### src/rtl/camera_capture_multi.sv
// rtl/camera_capture_multi.sv - DVP camera capture with multi-byte pixel assembly,
// power-of-two decimation, (x, y) tagging and line/frame geometry checking.
module camera_capture_multi #(
  parameter int BYTES_PER_PIXEL = 2,
  parameter int H_PIXELS        = 320,
  parameter int V_LINES         = 240,
  parameter int X_WIDTH         = 10,
  parameter int Y_WIDTH         = 9,
  parameter int DEC_LOG2        = 0
) (
  input  logic                         cam_clk_in,
  input  logic                         rst_in,
  input  logic                         vsync_in,
  input  logic                         href_in,
  input  logic [7:0]                   pixel_in,
  input  logic                         enable_in,
  output logic [8*BYTES_PER_PIXEL-1:0] pixel_out,
  output logic                         pixel_valid_out,
  output logic [X_WIDTH-1:0]           hcount_out,
  output logic [Y_WIDTH-1:0]           vcount_out,
  output logic                         frame_done_out,
  output logic                         line_error_out,
  output logic                         frame_error_out,
  output logic [15:0]                  frame_count_out
);

  localparam int                 PW       = 8 * BYTES_PER_PIXEL;
  localparam logic [1:0]         LAST_IDX = 2'(BYTES_PER_PIXEL - 1);
  localparam logic [X_WIDTH-1:0] H_MAX    = X_WIDTH'(H_PIXELS);
  localparam logic [Y_WIDTH-1:0] V_MAX    = Y_WIDTH'(V_LINES);
  localparam logic [X_WIDTH-1:0] X_MASK   = X_WIDTH'((1 << DEC_LOG2) - 1);
  localparam logic [Y_WIDTH-1:0] Y_MASK   = Y_WIDTH'((1 << DEC_LOG2) - 1);

  typedef enum logic [1:0] {SYNC, BLANK, ACTIVE, SKIP} state_t;

  state_t             state, state_next;
  logic [1:0]         byte_idx;
  logic [X_WIDTH-1:0] raw_x;
  logic [Y_WIDTH-1:0] raw_y;
  logic               href_q;
  logic [PW-1:0]      pixel_buf;

  logic               clear_cnt, line_end, frame_end, byte_en;
  logic               final_byte, keep, line_bad;
  logic [X_WIDTH-1:0] raw_x_inc;
  logic [Y_WIDTH-1:0] raw_y_inc, lines_seen;
  logic [PW-1:0]      pixel_next;

  always_ff @(posedge cam_clk_in or posedge rst_in) begin
    if (rst_in) state <= SYNC;
    else        state <= state_next;
  end

  // vsync rising during href closes the partial line in the same cycle as the frame.
  always_comb begin
    state_next = state;
    clear_cnt  = 1'b0;
    line_end   = 1'b0;
    frame_end  = 1'b0;
    byte_en    = 1'b0;
    case (state)
      SYNC: if (vsync_in) state_next = BLANK;
      BLANK: begin
        clear_cnt = 1'b1;
        if (!vsync_in) state_next = enable_in ? ACTIVE : SKIP;
      end
      SKIP: if (vsync_in) state_next = BLANK;
      ACTIVE: begin
        line_end  = href_q && (!href_in || vsync_in);
        frame_end = vsync_in;
        byte_en   = href_in && !vsync_in;
        if (vsync_in) state_next = BLANK;
      end
      default: state_next = SYNC;
    endcase
  end

  always_comb begin
    pixel_next = pixel_buf;
    for (int i = 0; i < BYTES_PER_PIXEL; i++) begin
      if (byte_idx == 2'(BYTES_PER_PIXEL - 1 - i)) pixel_next[i*8 +: 8] = pixel_in;
    end
    final_byte = byte_en && (byte_idx == LAST_IDX);
    keep       = final_byte && (raw_x < H_MAX) && (raw_y < V_MAX) &&
                 ((raw_x & X_MASK) == '0) && ((raw_y & Y_MASK) == '0);
    line_bad   = (byte_idx != 2'd0) || (raw_x != H_MAX);
    raw_x_inc  = (raw_x == H_MAX) ? raw_x : raw_x + X_WIDTH'(1);
    raw_y_inc  = (raw_y == V_MAX) ? raw_y : raw_y + Y_WIDTH'(1);
    lines_seen = line_end ? raw_y_inc : raw_y;
  end

  always_ff @(posedge cam_clk_in or posedge rst_in) begin
    if (rst_in) begin
      byte_idx        <= '0;
      raw_x           <= '0;
      raw_y           <= '0;
      href_q          <= 1'b0;
      pixel_buf       <= '0;
      pixel_out       <= '0;
      pixel_valid_out <= 1'b0;
      hcount_out      <= '0;
      vcount_out      <= '0;
      frame_done_out  <= 1'b0;
      line_error_out  <= 1'b0;
      frame_error_out <= 1'b0;
      frame_count_out <= '0;
    end else begin
      href_q          <= href_in;
      pixel_valid_out <= 1'b0;
      frame_done_out  <= 1'b0;
      line_error_out  <= 1'b0;
      frame_error_out <= 1'b0;
      if (clear_cnt) begin
        byte_idx <= '0;
        raw_x    <= '0;
        raw_y    <= '0;
      end
      if (byte_en) begin
        pixel_buf <= pixel_next;
        byte_idx  <= final_byte ? 2'd0 : byte_idx + 2'd1;
        if (final_byte) raw_x <= raw_x_inc;
      end
      if (keep) begin
        pixel_out       <= pixel_next;
        hcount_out      <= raw_x >> DEC_LOG2;
        vcount_out      <= raw_y >> DEC_LOG2;
        pixel_valid_out <= 1'b1;
      end
      if (line_end) begin
        line_error_out <= line_bad;
        byte_idx       <= '0;
        raw_x          <= '0;
        raw_y          <= raw_y_inc;
      end
      if (frame_end) begin
        frame_done_out  <= 1'b1;
        frame_error_out <= (lines_seen != V_MAX);
        frame_count_out <= frame_count_out + 16'd1;
      end
    end
  end

endmodule

### config.mk
export PLATFORM = sky130hd
export DESIGN_NAME = camera_capture_multi
export DESIGN_NICKNAME = d
export VERILOG_FILES = /design/src/rtl/camera_capture_multi.sv
export SDC_FILE = /design/constraint.sdc
export NUM_CORES = 1
export LEC_CHECK = 0
export ABC_AREA = 1
export CAP_MARGIN = 20
export CORE_ASPECT_RATIO = 1.75
export CORE_MARGIN = 3
export CORE_UTILIZATION = 30
export CTS_CLUSTER_DIAMETER = 80
export DETAILED_ROUTE_END_ITERATION = 8
export HOLD_SLACK_MARGIN = 0.1
export SLEW_MARGIN = 0
export SYNTH_ARGS = -nofsm -noshare
export SYNTH_HDL_FRONTEND = slang
export SYNTH_SLANG_ARGS = --single-unit
### constraint.sdc
create_clock -name cam_clk_in -period 7.9 [get_ports cam_clk_in]
set_input_delay 1.58 -clock cam_clk_in [delete_from_list [all_inputs] [get_ports cam_clk_in]]
set_output_delay 1.58 -clock cam_clk_in [all_outputs]
set_load 0.03 [all_outputs]
==> flow_metrics.tcl <==
set metrics [dict create \
    die_h_um 166 \
    crit_arrival_ns 3.70 \
    place_area_mm2 0.00519 \
    dr_total_vias 3433 \
    cts_tree "done" \
    seqPwrFrac_pct 48.1 \
    die_area_mm2 0.0161 \
    required_ns 8.18 \
    multi_input_area_mm2 0.00170 \
    synth_area_mm2 0.00437 \
    cts_resized 0 \
    nets 580 \
    grt_overflow_total 0 \
    r2r_cells 9 \
    slew_headroom_pct 34.7 \
    seqCellArea_mm2 0.00238 \
    wl_met2_um 5140 \
    cts_sinks 95 \
    hp-start "frame_count_out[15]" \
    worst-setup-path-type "in2reg" \
    tightest_slew_ns 0.979 \
    worstSetupEndpointType "flop" \
    fmax_ghz 0.292 \
    boundaryPins 68 \
    synth_nets 514 \
    routabilityCongestion 0.866 \
    rows 57 \
    period_share_pct 43.3 \
    drive_above_1_share_pct 10.2 \
    ant_nets 0 \
    cts-buffers-inserted 9 \
    clock_latency_ns 0.35 \
    met3RoutedLength_um 436 \
    die_w_um 97.3 \
    powerDensity_mw_per_mm2 204 \
    p_switching_uw 301 \
    grt_max_degree 78 \
    track_usage_pct 12.8 \
    layout_commonest_cell "nand2_1" \
    numPortBuffers 67 \
    fillers 1403 \
    root_buffer "clkbuf_16" \
    rsz0062_at_grt "false" \
    drc 0 \
    cap_violations 0 \
    path_max_fanout 59 \
    wl_met1_um 4020 \
    hold_viol 0 \
    grt_pass1_vias 3438 \
    cts.path.max_buffers 2 \
    ctsHoldBuffers 0 \
    area_growth_pct 25.7 \
    postCtsSetupRepairBufs 0 \
    status "completed" \
    combPwrFrac_pct 12.2 \
    avgSynthCellArea_um2 8.82 \
    final_cell_mix "nand2_1, dfrtp_1, clkdlybuf4s50_1, o21ai_0, inv_1" \
    finClkSkew_ns 0.00575 \
    cp-start-kind "input port" \
    fin_tns_setup_ns 0 \
    netSwitchingFraction_pct 26.9 \
    grt_pass1_wl_um 16900 \
    min_path_type "reg2reg" \
    irDropWorstVdd_mv 0.102 \
    min_path_cells 1 \
    synth-seq-area-share_pct 54.3 \
    wirelength_um 9800 \
    slew_viol_final 0 \
    power.leakage_nw 2.48 \
    setup_viol_count_final 0 \
    antenna_found_initial 0 \
    hold_slack_ns 0.473 \
    core-area_mm2 0.0140 \
    regToRegEndpoint "hcount_out[9]" \
    htreeDepth 3 \
    yosysUniqueCellTypes 33 \
    highest_layer "met4" \
    hold_path_end "frame_count_out[15]" \
    power.internal_uw 817 \
    antenna_cells 0 \
    ys_warn_count 0 \
    period_minus_slack_ns 3.42 \
    start_util_pct 31.1 \
    wire_per_inst_um 13.2 \
    power_frac_clock_pct 39.7 \
    synth_seq_cells 95 \
    netlist_instances 496 \
    dr.first_iter.drc_count 191 \
    clk_pin_slew_ns 0.07 \
    r2r_slack_ns 5.78 \
    rr_startpoint "state[0]" \
    avgViaCountPerCell 4.61 \
    fin_area_mm2 0.00550 \
    dr.pass1.iters 4 \
    hpwl_um 7250 \
]
routing by layer:
layer | vias up | GRT usage, %
li1 | 1739 | -
met1 | 1612 | 14.8
met2 | 72 | 22.4
met3 | 10 | 3.03
met4 | 0 | 5.42
met5 | - | 0
worst max path at each step:
stage / startpoint / endpoint / slack [ns] / depth (start not counted)
after floorplan: rst_in / byte_idx[0] / 3.84 / 1
after global placement: vsync_in / hcount_out[9] / 4.14 / 10
after detailed placement: vsync_in / hcount_out[9] / 4.11 / 10
after CTS: vsync_in / hcount_out[9] / 4.46 / 10
after global routing: vsync_in / hcount_out[9] / 4.26 / 10
final: vsync_in / hcount_out[9] / 4.48 / 10
cells by family (layout without fill, tap and decap cells):
group / count (synthesis) / count (layout) / share of synthesized area [%]
adder cells (fa/ha/maj): 5 / 5 / 1.43
AO/OA/AOI/OAI: 103 / 103 / 13.2
XOR/XNOR: 14 / 14 / 2.80
flip-flops: 95 / 95 / 54.3
AND/OR/NAND/NOR: 210 / 210 / 21.5
buffers and inverters: 69 / 140 / 6.81
state kept, by name (all words and copies together), names as in the netlist:
name             flops
raw_y                9
frame_done_out       1
frame_error_out      1
raw_x               10
byte_idx             2
pixel_buf           16
href_q               1
state                2
pixel_out           16
line_error_out       1
vcount_out           9
hcount_out          10
pixel_valid_out      1
frame_count_out     16
stage by stage:
stage               worst slack [ns]  utilization [%]  instances  power [mW]
floorplan                       3.84                -        496       0.630
global placement                4.14             36.9        728       0.685
detailed placement              4.11             36.9        728       0.688
CTS                             4.46             39.1        744        1.14
global route                    4.26             39.1        744        1.17
finish                          4.48             39.1        744        1.12
power by group through the flow:
stage               clock network (mW)  logic [mW]  registers [mW]
floorplan                            0      0.0595           0.571
global placement                     0       0.138           0.547
detailed placement                   0       0.140           0.548
CTS                              0.458       0.140           0.539
global route                     0.478       0.153           0.543
finish                           0.444       0.136           0.538
worst max-delay path: stages:
cell and delay [ns]:
clkdlybuf4s50_1 0.53, inv_2 0.08, nand2_2 0.11, nor2_4 0.06
nand2_4 0.20, inv_2 0.10, nand2_2 0.22, buf_4 0.54
inv_1 0.14, nor2_1 0.12
cell type report:
type / count / share of cell area [%]
multi-input cells: 332 / 30.9
flip-flops and latches: 95 / 43.3
inverters: 55 / 3.78
well taps: 177 / 4.03
clock inverters: 7 / 1.46
clock buffers: 9 / 4.10
repair buffers: 69 / 12.5
cells in the mapped netlist (all sizes together):
cell type | n | area [um2]
o21ai | 80 | 438
o22ai | 5 | 31.3
nor4 | 3 | 25.0
o31ai | 2 | 15.0
a21oi | 11 | 55.1
nor2 | 45 | 201
a21boi | 1 | 7.51
nor3 | 5 | 35.0
a211oi | 3 | 22.5
xnor2 | 6 | 52.6
clkbuf | 5 | 18.8
inv | 55 | 206
nand3 | 22 | 123
a31oi | 1 | 6.26
nand2 | 130 | 523
nand4 | 4 | 25.0
dfrtp | 95 | 2380
or2 | 1 | 6.26
ha | 5 | 62.6
buf | 9 | 72.6
xor2 | 8 | 70.1
No activity file was read; power rests on OpenSTA's default activity.
